`config.mk`:
```
export PLATFORM = sky130hd
export DESIGN_NAME = lift_car_ctrl
export DESIGN_NICKNAME = d
export VERILOG_FILES = /design/src/rtl/lift_pkg.sv /design/src/rtl/lift_tick_timer.sv /design/src/rtl/lift_car_ctrl.sv
export SDC_FILE = /design/constraint.sdc
export NUM_CORES = 1
export LEC_CHECK = 0
export CORE_ASPECT_RATIO = 1.25
export CORE_MARGIN = 5
export CORE_UTILIZATION = 49
export CTS_BUF_LIST = sky130_fd_sc_hd__clkbuf_4
export DETAILED_ROUTE_END_ITERATION = 10
export PLACE_DENSITY = 0.81
export SYNTH_ARGS = -nofsm -noshare
export SYNTH_HDL_FRONTEND = slang
export SYNTH_SLANG_ARGS = --single-unit
```
`constraint.sdc`:
```
create_clock -name clk -period 2.3 [get_ports clk]
set_input_delay 0.46 -clock clk [delete_from_list [all_inputs] [get_ports clk]]
set_output_delay 0.46 -clock clk [all_outputs]
set_load 0.005 [all_outputs]
```
`src/rtl/lift_pkg.sv`:
```
// Shared types for the lift car controller.
// Optional emergency stop is enabled by defining LIFT_ESTOP_EN.
package lift_pkg;

  typedef enum logic [1:0] {
    IDLE,
    MOVE_UP,
    MOVE_DN,
    DOOR
  } state_t;

  typedef enum logic [1:0] {
    NONE,
    UP,
    DN
  } dir_t;

  function automatic int fw(input int n);
    return (n <= 2) ? 1 : $clog2(n);
  endfunction

endpackage

```
`src/rtl/lift_tick_timer.sv`:
```
// Slowref-gated tick counter with clear and terminal-count compare.
// Saturates at the terminal count until cleared.
module lift_tick_timer #(
  parameter int CW = 4
) (
  input  logic          clk,
  input  logic          reset,
  input  logic          en,
  input  logic          clr,
  input  logic [CW-1:0] term,
  output logic          done
);

  logic [CW-1:0] cnt;

  always_ff @(posedge clk or posedge reset) begin
    if (reset) begin
      cnt <= '0;
    end else if (clr) begin
      cnt <= '0;
    end else if (en && (cnt < term)) begin
      cnt <= cnt + 1'b1;
    end
  end

  assign done = (cnt == term);

endmodule

```
`src/rtl/lift_car_ctrl.sv`:
```
// SCAN lift car controller: travel/dwell FSM, floor register, call clears.
// Define LIFT_ESTOP_EN to add the level-sensitive estop freeze input.
module lift_car_ctrl
  import lift_pkg::*;
#(
  parameter int  NFLOORS      = 4,
  parameter int  TRAVEL_TICKS = 8,
  parameter int  DOOR_TICKS   = 4,
  localparam int FW           = fw(NFLOORS)
) (
  input  logic               clk,
  input  logic               reset,
  input  logic               slowref,
`ifdef LIFT_ESTOP_EN
  input  logic               estop,
`endif
  input  logic [NFLOORS-1:0] requp,
  input  logic [NFLOORS-1:0] reqdn,
  output logic [NFLOORS-1:0] clrup,
  output logic [NFLOORS-1:0] clrdn,
  output logic               upsig,
  output logic               dnsig,
  output logic               moving,
  output logic               door_open,
  output logic [FW-1:0]      floor
);

  localparam int TMAX =
    (TRAVEL_TICKS > DOOR_TICKS) ? TRAVEL_TICKS : DOOR_TICKS;
  localparam int TW = $clog2(TMAX + 1);
  localparam logic [FW-1:0] TOP = FW'(NFLOORS - 1);
  localparam logic [FW-1:0] BOT = '0;

  state_t state, ns;
  dir_t   dir, nd;

  logic [FW-1:0]      nf, fu, fd;
  logic [NFLOORS-1:0] ra;
  logic [TW-1:0]      term;
  logic               frz, tclr, done;
  logic               anyreq, here, abv, blw;
  logic               abv_u, blw_d, stop_up, stop_dn;
  logic               go_up, go_dn;
  logic               up_ok, dn_ok, wu, wd, pu, pd;

`ifdef LIFT_ESTOP_EN
  assign frz = estop;
`else
  assign frz = 1'b0;
`endif

  function automatic logic any_above(
    input logic [NFLOORS-1:0] r,
    input logic [FW-1:0]      f
  );
    logic [NFLOORS-1:0] m;
    for (int i = 0; i < NFLOORS; i++) m[i] = (i > int'(f));
    return |(r & m);
  endfunction

  function automatic logic any_below(
    input logic [NFLOORS-1:0] r,
    input logic [FW-1:0]      f
  );
    logic [NFLOORS-1:0] m;
    for (int i = 0; i < NFLOORS; i++) m[i] = (i < int'(f));
    return |(r & m);
  endfunction

  assign ra     = requp | reqdn;
  assign anyreq = |ra;
  assign here   = ra[floor];
  assign abv    = any_above(ra, floor);
  assign blw    = any_below(ra, floor);

  // Arrival floor saturates so the ends force a stop.
  assign fu = (floor == TOP) ? floor : floor + 1'b1;
  assign fd = (floor == BOT) ? floor : floor - 1'b1;

  assign abv_u = any_above(ra, fu);
  assign blw_d = any_below(ra, fd);

  assign stop_up = requp[fu] | (fu == TOP) | (!abv_u & reqdn[fu]);
  assign stop_dn = reqdn[fd] | (fd == BOT) | (!blw_d & requp[fd]);

  assign go_up = (dir == DN) ? (!blw & abv) : abv;
  assign go_dn = (dir == DN) ? blw : (!abv & blw);

  assign term = (state == DOOR) ? TW'(DOOR_TICKS) : TW'(TRAVEL_TICKS);

  lift_tick_timer #(
    .CW (TW)
  ) u_timer (
    .clk   (clk),
    .reset (reset),
    .en    (slowref & ~frz),
    .clr   (tclr & ~frz),
    .term  (term),
    .done  (done)
  );

  always_ff @(posedge clk or posedge reset) begin
    if (reset) begin
      state <= IDLE;
      dir   <= NONE;
      floor <= '0;
    end else if (!frz) begin
      state <= ns;
      dir   <= nd;
      floor <= nf;
    end
  end

  always_comb begin
    ns   = state;
    nd   = dir;
    nf   = floor;
    tclr = 1'b0;
    unique case (state)
      IDLE: begin
        if (here) begin
          ns = DOOR;
        end else if (abv) begin
          ns = MOVE_UP;
          nd = UP;
        end else if (blw) begin
          ns = MOVE_DN;
          nd = DN;
        end else begin
          nd = NONE;
        end
      end
      MOVE_UP: begin
        if (done) begin
          nf = fu;
          if (!anyreq) begin
            ns = IDLE;
            nd = NONE;
          end else if (stop_up) begin
            ns = DOOR;
          end else begin
            tclr = 1'b1;
          end
        end
      end
      MOVE_DN: begin
        if (done) begin
          nf = fd;
          if (!anyreq) begin
            ns = IDLE;
            nd = NONE;
          end else if (stop_dn) begin
            ns = DOOR;
          end else begin
            tclr = 1'b1;
          end
        end
      end
      DOOR: begin
        if (done) begin
          if (go_up) begin
            ns = MOVE_UP;
            nd = UP;
          end else if (go_dn) begin
            ns = MOVE_DN;
            nd = DN;
          end else begin
            ns = IDLE;
            nd = NONE;
          end
        end
      end
      default: begin
        ns = IDLE;
        nd = NONE;
      end
    endcase
    if (ns != state) tclr = 1'b1;
  end

  // A call opposite to travel is taken when nothing lies further on.
  assign up_ok = (dir != DN) | (floor == BOT)
               | (!blw & !reqdn[floor]);
  assign dn_ok = (dir == DN) | (floor == TOP)
               | ((dir == UP) & !abv & !requp[floor])
               | ((dir == NONE) & !requp[floor]);

  assign wu = (state == DOOR) & requp[floor] & up_ok;
  assign wd = (state == DOOR) & reqdn[floor] & dn_ok;

  always_ff @(posedge clk or posedge reset) begin
    if (reset) begin
      pu <= 1'b0;
      pd <= 1'b0;
    end else if (frz) begin
      pu <= 1'b0;
      pd <= 1'b0;
    end else begin
      pu <= wu & ~pu;
      pd <= wd & ~pd;
    end
  end

  always_comb begin
    clrup     = '0;
    clrdn     = '0;
    if (pu && !frz) clrup[floor] = 1'b1;
    if (pd && !frz) clrdn[floor] = 1'b1;
    upsig     = (state != IDLE) && (dir == UP);
    dnsig     = (state != IDLE) && (dir == DN);
    moving    = ((state == MOVE_UP) || (state == MOVE_DN)) && !frz;
    door_open = (state == DOOR);
  end

endmodule
```
Yosys cells after proc, flatten, opt, wreduce, memory -nomap -nowiden
Index checks and enable logic that the tools add are counted.
{"block": "classes", "muxes": 56, "bitwise": 30, "reduce_logical": 26, "n_lt_le_gt_ge": 17, "eq_ne": 16, "addsub": 3}
{"operator": "$mux 2", "count": 22}
{"operator": "$mux 4", "count": 5}
{"operator": "$reduce_or 4->1", "count": 5}
{"operator": "$mux 1", "count": 17}
{"operator": "$and 1x1->1", "count": 14}
{"operator": "$bmux 1 s2", "count": 7}
{"operator": "$eq 2x2->1 const B", "count": 5}
{"operator": "$ne 2x2->1 const B", "count": 5}
{"operator": "$lt 2x3->1 const B", "count": 3}
{"operator": "$or 1x1->1", "count": 9}
{"operator": "$and 4x3->4", "count": 2}
{"operator": "$and 4x4->4", "count": 2}
{"operator": "$gt 2x2->1 const A", "count": 4}
{"operator": "$logic_not 2->1", "count": 4}
{"operator": "$lt 1x2->1 const A", "count": 4}
{"operator": "$pmux 2 s4", "count": 1}
{"operator": "$logic_not 1->1", "count": 6}
{"operator": "$pmux 2 s3", "count": 1}
{"operator": "$reduce_bool 2->1", "count": 3}
{"operator": "$add 4x1->4 const B", "count": 1}
{"operator": "$eq 2x1->1 const B", "count": 2}
{"operator": "$eq 4x4->1", "count": 1}
{"operator": "$gt 1x2->1 const A", "count": 2}
{"operator": "$logic_and 1x1->1", "count": 4}
{"operator": "16 further kinds", "count": 19}
{"block": "totals", "elab_cells": 154, "reg_bits": 12}

Logic depth before layout (Yosys ltp)
Gate-level depths: netlist (run 1).
{"block": "logic_depth", "ltp_word": 15, "depth_mapped": 9, "ltp_nobuf": 8}

Hierarchy
From an unflattened synthesis (run 1), not the netlist that was laid out.
{"block": "unflattened", "hier_cells": 168, "area_unflattened_um2": 1406.3}
{"mod": "lift_car_ctrl", "seq_area_each_um2": 200.2, "area_per_inst_um2": 1049.8, "n_inst": 1, "cells_per_inst": 130}
{"mod": "lift_tick_timer", "seq_area_each_um2": 100.1, "area_per_inst_um2": 356.6, "n_inst": 1, "cells_per_inst": 38}

Worst setup path after synthesis (run 1)
Ideal clock, no wire load.
{"block": "synth_path", "kind": "flip-flop to flip-flop", "from": "reg state[0]", "to": "reg u_timer.cnt[1]", "stages_incl_launch_ff": 9, "setup_slack_ns": -0.015, "period_less_slack_ns": 2.315, "t_required_ns": 2.175, "arrival_time_ns": 2.190, "setup_ns": 0.125, "cell_sequence": "dfrtp_1 > ha_1 > ha_1 > nand3_1 > a211oi_1 > nor3_1 > o32ai_4 > o211a_1 > nor4_1"}
{"block": "synth_via", "elab_chain_len": 8, "elab_cells_between_ends": 26}
{"item": "start: declaration", "line": "lift_car_ctrl.sv:34", "text": "state_t state, ns;"}
{"item": "start signal: assignment", "line": "lift_car_ctrl.sv:108", "text": "state <= ns;"}
{"item": "$eq 2x2->1 *"}
{"item": "via door_open", "line": "lift_car_ctrl.sv:24", "text": "output logic door_open,"}
{"item": "$mux 4", "line": "lift_car_ctrl.sv:89", "text": "assign term = (state == DOOR) ? TW'(DOOR_TICKS) : TW'(TRAVEL_TICKS);"}
{"item": "$eq 4x4->1", "line": "lift_tick_timer.sv:26", "text": "assign done = (cnt == term);"}
{"item": "$mux 2, on equally long branches", "line": "lift_car_ctrl.sv:160, lift_car_ctrl.sv:134, lift_car_ctrl.sv:147"}
{"item": "$pmux 2 s4", "line": "lift_car_ctrl.sv:119", "text": "unique case (state)"}
{"item": "$ne 2x2->1", "line": "lift_car_ctrl.sv:178", "text": "if (ns != state) tclr = 1'b1;"}
{"item": "$mux 1", "line": "lift_car_ctrl.sv:178"}
{"item": "$mux 4 or $reduce_bool 2->1 (tied branches)"}
{"item": "end signal: assignment", "line": "lift_tick_timer.sv:22", "text": "cnt <= cnt + 1'b1;"}
{"item": "end: declaration", "line": "lift_tick_timer.sv:14", "text": "logic [CW-1:0] cnt;"}
The timed path passes the listed nets; every way through them passes the cells marked *.
A chain may end at the register's enable or synchronous reset.

Worst setup path in the final report (run 1)
{"block": "layout_path", "from": "in reqdn[0]", "to": "reg u_timer.cnt[0]"}
{"block": "layout_via", "elab_chain_len": 13, "elab_cells_between_ends": 53}
{"item": "start: declaration", "line": "lift_car_ctrl.sv:18", "text": "input logic [NFLOORS-1:0] reqdn,"}
{"item": "$or 4x4->4", "line": "lift_car_ctrl.sv:70", "text": "assign ra = requp | reqdn;"}
{"item": "$and 4x3->4 or $and 4x4->4 (tied branches)", "line": "lift_car_ctrl.sv:67, lift_car_ctrl.sv:58"}
{"item": "$reduce_or 4->1, on equally long branches", "line": "lift_car_ctrl.sv:67, lift_car_ctrl.sv:58"}
{"item": "$logic_not 1->1, on equally long branches", "line": "lift_car_ctrl.sv:84, lift_car_ctrl.sv:83, lift_car_ctrl.sv:87"}
{"item": "$and 1x1->1, on equally long branches", "line": "lift_car_ctrl.sv:84, lift_car_ctrl.sv:83, lift_car_ctrl.sv:87"}
{"item": "$or 1x1->1, or another cell as far along", "line": "lift_car_ctrl.sv:84", "text": "assign stop_dn = reqdn[fd] | (fd == BOT) | (!blw_d & requp[fd]);"}
{"item": "$mux 2, on equally long branches", "line": "lift_car_ctrl.sv:152, lift_car_ctrl.sv:139, lift_car_ctrl.sv:164"}
{"item": "$mux 2, on equally long branches", "line": "lift_car_ctrl.sv:149, lift_car_ctrl.sv:136, lift_car_ctrl.sv:161"}
{"item": "$mux 2, on equally long branches", "line": "lift_car_ctrl.sv:147, lift_car_ctrl.sv:134, lift_car_ctrl.sv:160"}
{"item": "$pmux 2 s4", "line": "lift_car_ctrl.sv:119"}
{"item": "$ne 2x2->1", "line": "lift_car_ctrl.sv:178"}
{"item": "$mux 1 *", "line": "lift_car_ctrl.sv:178"}
{"item": "$mux 4 or $reduce_bool 2->1 (tied branches)"}
Mark *: on every way between the ends. The rest lies on a longest branch, timed or not. The select of a mux whose other input is x is not followed.

==> reports/qor.txt, run 1 <==
CTS root buf - clkbuf_4
Synthesis-to-layout area growth - 53.0%
Startpoint Class - input pin
Min Tclk post-route - 2.34 ns
Status - finished with violations
CTS tree - done
Count of TritonRoute iterations in the first routing pass - 5
Iter 0 DRT Violations - 95
Vias in the first global route - 1493
Bufs on Longest Clock Path - 2
Mapped Area - 1330 sq um
Synth warn - 0
Fillers - 171
Aggregate global-route resource usage - 0.225
Final hold slack - 0.509 ns
H-Tree Level Count - 1
Pwr Density - 1310 nW/um^2
Initial antenna violation count - 0
Post-synth EDFFs - 0
Gpl congestion - 0.941
Ant diodes - 0
Avg WL per Cell - 19.0 um
Top-count cell post-synth - dfrtp_1
Worst skew pair latency - 0.28 ns
Largest net degree at the start of global routing - 13
Worst EP arrival - 2.51 ns
Hold Fails Final Rpt - 0
Area of the die - 3870 sq um
Sequential share of the synthesized area - 0.225
Final WS setup - -0.0364 ns
Leading area contributor after synthesis - dfrtp_1
Final setup fails - 2
Netlist cell types - 54
Die X - 56.6 um
Buffers added on ports - 24
Largest cells by area after synthesis - dfrtp_1, ha_1, mux4_2, o21ai_0, and3_1
TritonCTS Buffers - 3
CP Class - input pin to flip-flop
MaxCap Viol Count - 0
FMAX - 428 MHz
HPWL Detailed - 3.23 mm
Commonest register cell after synthesis - dfrtp_1
Synth top area share - 0.225
Hold WC Path Type - input pin to async pin
I/O pin total - 25
Post-synthesis register bit count - 12
Initial Utilization - 0.502
Clock-pin slew of the registers on the worst-case setup and hold paths - 0.09 ns
Synthesized Nets - 172
Measured slew at the worst slew-check pin - 0.498 ns
Worst-path maximum fanout - 5
Grt total ovfl - 0
Skew final - 0.00981 ns
Detailed-route DRC error count - 0
Die height - 68.3 um
Data required, critical path - 2.47 ns
Rows - 21
First-pass GRT wire length - 6.84 mm
DRT antenna net count - 0
WL final - 4.66 mm
Fin. max-slew vios - 0
Lkg Pwr - 0.887 nW
Share of cells above drive strength 1 - 0.382
Mean area per synthesized cell - 8.71 sq um
# placed instances - 236
Rel. slew slack - 0.668
Crit share post-route - 1.02
Vias per cell - 6.48
Core Box Area - 2650 sq um
Nets - 233
Post-Layout Cell Count - 246
Syn Inst Count - 153
Async S/R FF share, synth - 1.00
Cts hold-fix bufs - 0
Vias - 1594
Failing checks - negative setup slack
Clk sink count - 12
Commonest cells in the synthesized netlist - dfrtp_1, inv_1, nand2_1
Crit path capture type - flip-flop
Maximum VDD drop - 0.950 mV
Unrepaired setup endpoints after global routing - yes
-- flip-flops by register name, indices dropped and copies added (netlist names) --
register and cells:
pu 1, pd 1, state 2, floor 2
u_timer.cnt 4, dir 2
-- through the flow --
step | power (mW) | worst slack (ns) | utilization | setup TNS, ns | instance area (sq um)
5_1_grt | 2.87 | -0.169 | 0.768 | -0.443 | 2040
4_1_cts | 2.41 | 0.0108 | 0.733 | 0 | 1950
6_report | 2.67 | -0.0364 | 0.768 | -0.0501 | 2040
3_3_place_gp | 2.06 | -0.424 | 0.689 | -2.55 | 1830
2_1_floorplan | 1.45 | 0.0388 | - | 0 | 1340
3_5_place_dp | 2.13 | -0.551 | 0.689 | -3.20 | 1830
-- area by class of cell --
cell class                 instances  area, sq um  share of cell area
clock buffer                       3         22.5              0.0110
tap                               34         42.5              0.0209
inverter                          10         37.5              0.0184
timing repair buffer              65          552               0.271
sequential                        12          302               0.148
multi-input combinational        122         1080               0.531
-- timing repair --
action	in CTS	in global routing
buffers inserted	3	4
setup endpoints to repair	6	6
cloned	0	0
pin swaps	16	6
resized for setup	22	23
-- cell families after synthesis --
group	Yosys count	synth area share
AOI/OAI and AO/OA	47	0.285
xor gates and xnor gates	3	0.0197
adders and majority gates	8	0.0751
buffers and inverters	19	0.0629
DFF	12	0.225
muxes	5	0.0657
and+or+nand+nor	59	0.266
-- cells in the final DEF, fill, tap and decap left out, drive strengths merged, types with 2 or more instances in the layout --
cell type and instances:
buf 41, clkdlybuf4s50 14, dfrtp 12, inv 10, nand2 9, nor2 8, o21ai 8, ha 8
a21oi 7, and3 6, nor4 6, clkbuf 6, a211oi 6, nor3b 5, nor3 5, nand2b 4
o21a 4, o211ai 4, mux4 3, clkdlybuf4s15 3, nand3 3, mux2i 2, nor2b 2, xnor2 2
or4 2, o221ai 2, a31o 2, a22o 2, o22ai 2, o211a 2, and2 2, dlygate4sd2 2
dlymetal6s2s 2, nand4 2
-- power breakdown --
group / total [mW] / switching, mW / internal [mW]
clock: 0.137 / 0.0759 / 0.0606
sequential: 0.384 / 0.0913 / 0.292
combinational: 2.15 / 1.10 / 1.05
-- final timing paths --
kind,startpoint,to,slack (ns),cells past startpoint
min in group clk,pd,pd,0.51,1
min reg2reg,pd,pd,0.51,1
max reg2reg,state[0],u_timer.cnt[1],0.02,9
max in group asynchronous,reset,floor[0],1.42,2
min,reset,u_timer.cnt[2],0.51,2
max,reqdn[0],u_timer.cnt[0],-0.04,8
-- metal layers --
| layer | wire [um] | global-route usage | vias up |
|---|---|---|---|
| met5 | 0 | 0 | - |
| met4 | 292 | 0.104 | 0 |
| met1 | 1640 | 0.240 | 739 |
| li1 | - | - | 709 |
| met3 | 328 | 0.0302 | 39 |
| met2 | 2400 | 0.438 | 107 |
-- critical path: stages --
cell and delay, ns:
clkdlybuf4s15_1 0.19, or4_4 0.57, a211oi_4 0.35, o211ai_1 0.18, o2111ai_1 0.20, nand4_2 0.22, buf_4 0.19, nor4_2 0.14
Note: power is estimated with default switching activity, not from simulation.
==> run 2: changes to the inputs <==
--- a/config.mk
+++ b/config.mk
@@ -11,6 +11,7 @@
 export CTS_BUF_LIST = sky130_fd_sc_hd__clkbuf_4
 export DETAILED_ROUTE_END_ITERATION = 10
 export PLACE_DENSITY = 0.81
+export RECOVER_POWER = 100
 export SYNTH_ARGS = -nofsm -noshare
 export SYNTH_HDL_FRONTEND = slang
 export SYNTH_SLANG_ARGS = --single-unit
==> reports/qor.txt, run 2 (same netlist as run 1, synthesis figures left out) <==
Core Box Area - 2650 sq um (unchanged)
Crit share post-route - 1.02 (unchanged)
Dpl ws - -0.551 ns (unchanged)
Avg WL per Cell - 19.0 um (unchanged)
Initial Utilization - 0.502 (unchanged)
Fillers - 171 (unchanged)
Ant diodes - 0 (unchanged)
Final core utilization - 0.768 (unchanged)
Share of cells above drive strength 1 - 0.382 (unchanged)
FF-to-FF path depth - 9 (unchanged)
Top Usage Layer GRT - met2
Area of the die - 3870 sq um (unchanged)
Data required, critical path - 2.47 ns (about the same)
Lkg Pwr - 0.887 nW (about the same)
Post-Layout Cell Count - 246 (unchanged)
I/O pin total - 25 (unchanged)
Unrepaired setup endpoints after global routing - yes
Final setup fails - 2 (unchanged)
CTS tree - done
H-Tree Level Count - 1 (unchanged)
Synthesis-to-layout area growth - 53.0% (unchanged)
Gpl congestion - 0.941 (unchanged)
Fin. max-slew vios - 0 (unchanged)
# placed instances - 236 (unchanged)
Final hold slack - 0.514 ns (+0.00471 ns)
FMAX - 428 MHz (unchanged)
Worst R2R Start - state[0]
Max reg flops - 4 (unchanged)
Most flops, register - u_timer.cnt
Initial antenna violation count - 0 (unchanged)
Pwr Density - 1310 nW/um^2 (about the same)
Most frequent cells in the layout - buf_4, clkdlybuf4s50_1, dfrtp_1, nand2_1
Failing checks - negative setup slack
TritonCTS Buffers - 3 (unchanged)
Dpl cell area - 1830 sq um (unchanged)
Bufs on Longest Clock Path - 2 (unchanged)
Maximum VDD drop - 0.950 mV (unchanged)
Worst skew pair latency - 0.28 ns (about the same)
Iter 0 DRT Violations - 95 (unchanged)
Final WS setup - -0.0364 ns (unchanged)
CTS root buf - clkbuf_4
Most common cell after layout, fill and taps aside - buf_4
Hold path startpoint - pd
Largest net degree at the start of global routing - 13 (unchanged)
HPWL Detailed - 3.23 mm (unchanged)
Measured slew at the worst slew-check pin - 0.498 ns (+0.0000731 ns)
Count of TritonRoute iterations in the first routing pass - 5 (unchanged)
Detailed-route DRC error count - 0 (unchanged)
Rel. slew slack - 0.668 (about the same)
Skew final - 0.00981 ns (unchanged)
Rows - 21 (unchanged)
Post-route design area - 2040 sq um (unchanged)
DRT antenna net count - 0 (unchanged)
Tot Pwr - 2.67 mW (about the same)
Die height - 68.3 um (unchanged)
Worst-path maximum fanout - 5 (unchanged)
Grt total ovfl - 0 (unchanged)
Min Tclk post-route - 2.34 ns (unchanged)
Vias per cell - 6.48 (unchanged)
Status - finished with violations
Routing usage on met1 - 0.240 (unchanged)
WL final - 4.66 mm (unchanged)
TNS Setup - -0.0501 ns (unchanged)
Reg2reg setup slack - 0.02 ns (about the same)
CP Class - input pin to flip-flop
Buffers added on ports - 24 (unchanged)
MaxCap Viol Count - 0 (unchanged)
Hold WC Path Type - flip-flop to flip-flop
First-pass GRT wire length - 6.84 mm (unchanged)
Die X - 56.6 um (unchanged)
Worst EP arrival - 2.51 ns (about the same)
Reg2reg end - u_timer.cnt[1]
Vias - 1594 (unchanged)
Grt met2 use - 0.438 (unchanged)
Aggregate global-route resource usage - 0.225 (unchanged)
Clock-pin slew of the registers on the worst-case setup and hold paths - 0.07 ns (-0.02 ns)
Met3 Use GR - 0.0302 (unchanged)
Nets - 233 (unchanged)
Hold Fails Final Rpt - 0 (unchanged)
Clk sink count - 12 (unchanged)
Startpoint Class - input pin
Worst hold path depth - 1
Crit path capture type - flip-flop
WHS Endpoint - pd
Vias in the first global route - 1493 (unchanged)
-- run 2: worst max-delay path by stage --
stage | from | end | slack, ns | cells after the start
3_5_place_dp | reqdn[3] | u_timer.cnt[3] | -0.55 | 7
2_1_floorplan | state[0] | u_timer.cnt[1] | 0.04 | 9
5_1_grt | reqdn[0] | u_timer.cnt[0] | -0.17 | 8
4_1_cts | state[0] | upsig | 0.01 | 5
6_report | reqdn[0] | u_timer.cnt[0] | -0.04 | 8
3_3_place_gp | reqdn[0] | u_timer.cnt[3] | -0.42 | 7
-- run 2: critical path, cell delays in order --
cell	delay, ns
clkdlybuf4s15_1	0.19
or4_4	0.57
a211oi_4	0.35
o211ai_1	0.18
o2111ai_1	0.20
nand4_2	0.22
buf_4	0.19
nor4_2	0.14
-- run 2: report_power, final --
| part | internal [mW] | switching (mW) | leakage, nW |
|---|---|---|---|
| Clock | 0.0606 | 0.0759 | 0.0138 |
| Combinational | 1.05 | 1.10 | 0.721 |
| Sequential | 0.292 | 0.0913 | 0.152 |
| Total | 1.40 | 1.27 | 0.887 |
-- run 2: layer usage --
metal | part of all wire | up-vias
li1 | - | 709
met1 | 0.35 | 739
met3 | 0.070 | 39
met5 | 0 | -
met2 | 0.52 | 107
met4 | 0.063 | 0
-- run 2: final cells by class --
class | instances | area [sq um] | area share
well taps | 34 | 42.5 | 0.0209
clock buffers | 3 | 22.5 | 0.0110
repair buffers | 65 | 552 | 0.271
multi-input cells | 122 | 1080 | 0.531
inverters | 10 | 37.5 | 0.0184
flip-flops and latches | 12 | 302 | 0.148
-- run 2: what timing repair did --
item                                    4_1_cts  5_1_grt
endpoints found under the setup margin        6        6
buffers inserted                              3        4
pin swaps                                    16        6
gates resized for setup                      22       23
hold buffers                                  0        0
==> run 3: changes to the inputs <==
==> constraint.sdc (replaced) <==
create_clock -name clk -period 2.3 [get_ports clk]
set_input_delay 0.46 -clock clk [delete_from_list [all_inputs] [get_ports clk]]
set_output_delay 0.46 -clock clk [all_outputs]
set_load 0.05 [all_outputs]
==> reports/qor.txt, run 3 (same netlist as run 1, synthesis figures left out) <==
Worst skew pair latency - 0.28 ns (about the same)
Status - finished clean
Measured slew at the worst slew-check pin - 0.490 ns (-0.00745 ns)
Core Box Area - 2650 sq um (unchanged)
Min Tclk post-route - 2.30 ns (-0.0387 ns)
Count of TritonRoute iterations in the first routing pass - 4 (-1)
TNS Setup - 0 ns (+0.0501 ns)
Fillers - 154 (-9.9%)
Most flops, register - u_timer.cnt
Vias - 1604 (+0.63%)
Synthesis-to-layout area growth - 64.4%
Data required, critical path - 2.48 ns (about the same)
I/O pin total - 25 (unchanged)
Clk sink count - 12 (unchanged)
Initial antenna violation count - 0 (unchanged)
Crit share post-route - 0.999 (-0.0168)
Largest net degree at the start of global routing - 16 (+3)
Sequential Power Share - 0.129 (-0.015)
Power Internal - 1.58 mW (+13%)
Area of the die - 3870 sq um (unchanged)
Skew final - 0.00287 ns (-0.00694 ns)
Pwr Density - 1500 nW/um^2 (+14%)
CTS tree - done
Die height - 68.3 um (unchanged)
Hold WC Path Type - flip-flop to flip-flop
MaxCap Viol Count - 0 (unchanged)
Vias per cell - 6.49 (+0.22%)
Vias in the first global route - 1510 (+1.1%)
Hold Fails Final Rpt - 0 (unchanged)
Grt total ovfl - 0 (unchanged)
Crit path capture type - flip-flop
Bufs on Longest Clock Path - 2 (unchanged)
Net Sw Frac - 0.517 (+0.0413)
CTS root buf - clkbuf_4
Rel. slew slack - 0.672 (+0.00431)
Detailed-route DRC error count - 0 (unchanged)
Initial Utilization - 0.502 (unchanged)
Lkg Pwr - 0.902 nW (+1.7%)
H-Tree Level Count - 1 (unchanged)
Unrepaired setup endpoints after global routing - yes
Iter 0 DRT Violations - 86 (-9.5%)
Avg WL per Cell - 19.2 um (+1.2%)
First-pass GRT wire length - 6.82 mm (-0.39%)
Share of cells above drive strength 1 - 0.498 (+0.116)
Clock power share - 0.043 (-0.008)
Final setup fails - 0 (-2)
DRT antenna net count - 0 (unchanged)
Maximum VDD drop - 1.31 mV (+38%)
Fin. max-slew vios - 0 (unchanged)
Max reg flops - 4 (unchanged)
Final core utilization - 0.826 (+0.0575)
Die X - 56.6 um (unchanged)
Gpl congestion - 0.947 (+0.61%)
Aggregate global-route resource usage - 0.229 (+0.00388)
Most frequent cells in the layout - buf_4, dfrtp_1, nand2_1, buf_12, nor2_1
Rows - 21 (unchanged)
FMAX - 435 MHz (+1.7%)
HPWL Detailed - 3.31 mm (+2.3%)
Cts hold-fix bufs - 0 (unchanged)
Buffers added on ports - 24 (unchanged)
Most common cell after layout, fill and taps aside - buf_4
WL final - 4.74 mm (+1.7%)
P_sw - 1.70 mW (+33%)
TritonCTS Buffers - 3 (unchanged)
Ant diodes - 0 (unchanged)
CP Class - input pin to flip-flop
Startpoint Class - input pin
Register area - 303 sq um (+0.41%)
Clock-pin slew of the registers on the worst-case setup and hold paths - 0.08 ns (about the same)
Logic pwr share - 0.828 (+0.023)
Worst EP arrival - 2.48 ns (-0.03 ns)
Nets - 233 (unchanged)
Worst-path maximum fanout - 6 (+1)
Multi-input logic area - 1160 sq um (+7.4%)
==> run 3: timing repair <==
item / CTS / global route
buffers inserted: 2 / 7
setup endpoints to repair: 7 / 5
pin swaps: 15 / 17
resized for setup: 19 / 40
==> run 3: layout make-up <==
type,instances,share of cell area
multi-input cells,122,0.531
repair buffers,65,0.279
flip-flops and latches,12,0.138
inverters,10,0.0206
well taps,34,0.0194
clock buffers,3,0.0103
clock inverters,1,0.00171
==> run 3: per-layer routing <==
layer	wire length [um]	global-route usage
met4	324	0.128
met1	1640	0.234
met5	0	0
met3	277	0.0208
met2	2490	0.455
==> run 3: power groups by stage <==
stage	combinational (mW)	clock, mW	sequential, mW
final	2.72	0.140	0.424
after floorplan	1.30	0	0.432
after global routing	2.86	0.144	0.442
after global placement	2.03	0	0.405
after detailed placement	2.07	0	0.412
after CTS	2.20	0.134	0.411
==> run 3: worst paths after layout <==
check,to,cells after the start,startpoint,slack (ns)
setup / recovery,u_timer.cnt[3],9,reqdn[2],0.002
hold / removal,pd,1,pd,0.54
setup reg to reg,u_timer.cnt[3],10,state[0],0.01
hold reg to reg,pd,1,pd,0.54
max in group asynchronous,floor[1],2,reset,1.33
min in group asynchronous,dir[0],2,reset,0.63
==> run 3: worst max-delay path, cell delays in order <==
cell and delay (ns):
clkbuf_2 0.13, or4_4 0.57, o211ai_1 0.33, buf_4 0.18, nor4_2 0.04, a211oi_4 0.18, nand4_2 0.18, buf_6 0.18
nor4_4 0.22
==> run 3: through the flow <==
| step | setup slack [ns] | instances | total power [mW] | area, sq um | hold slack, ns |
|---|---|---|---|---|---|
| after floorplan | -0.385 | 153 | 1.73 | 1360 | 0.325 |
| after global placement | -0.551 | 234 | 2.43 | 1910 | 0.482 |
| after detailed placement | -0.557 | 234 | 2.48 | 1910 | 0.523 |
| after CTS | 0.00112 | 240 | 2.75 | 2010 | 0.510 |
| after global routing | -0.0687 | 247 | 3.45 | 2190 | 0.559 |
| final | 0.00228 | 247 | 3.28 | 2190 | 0.541 |
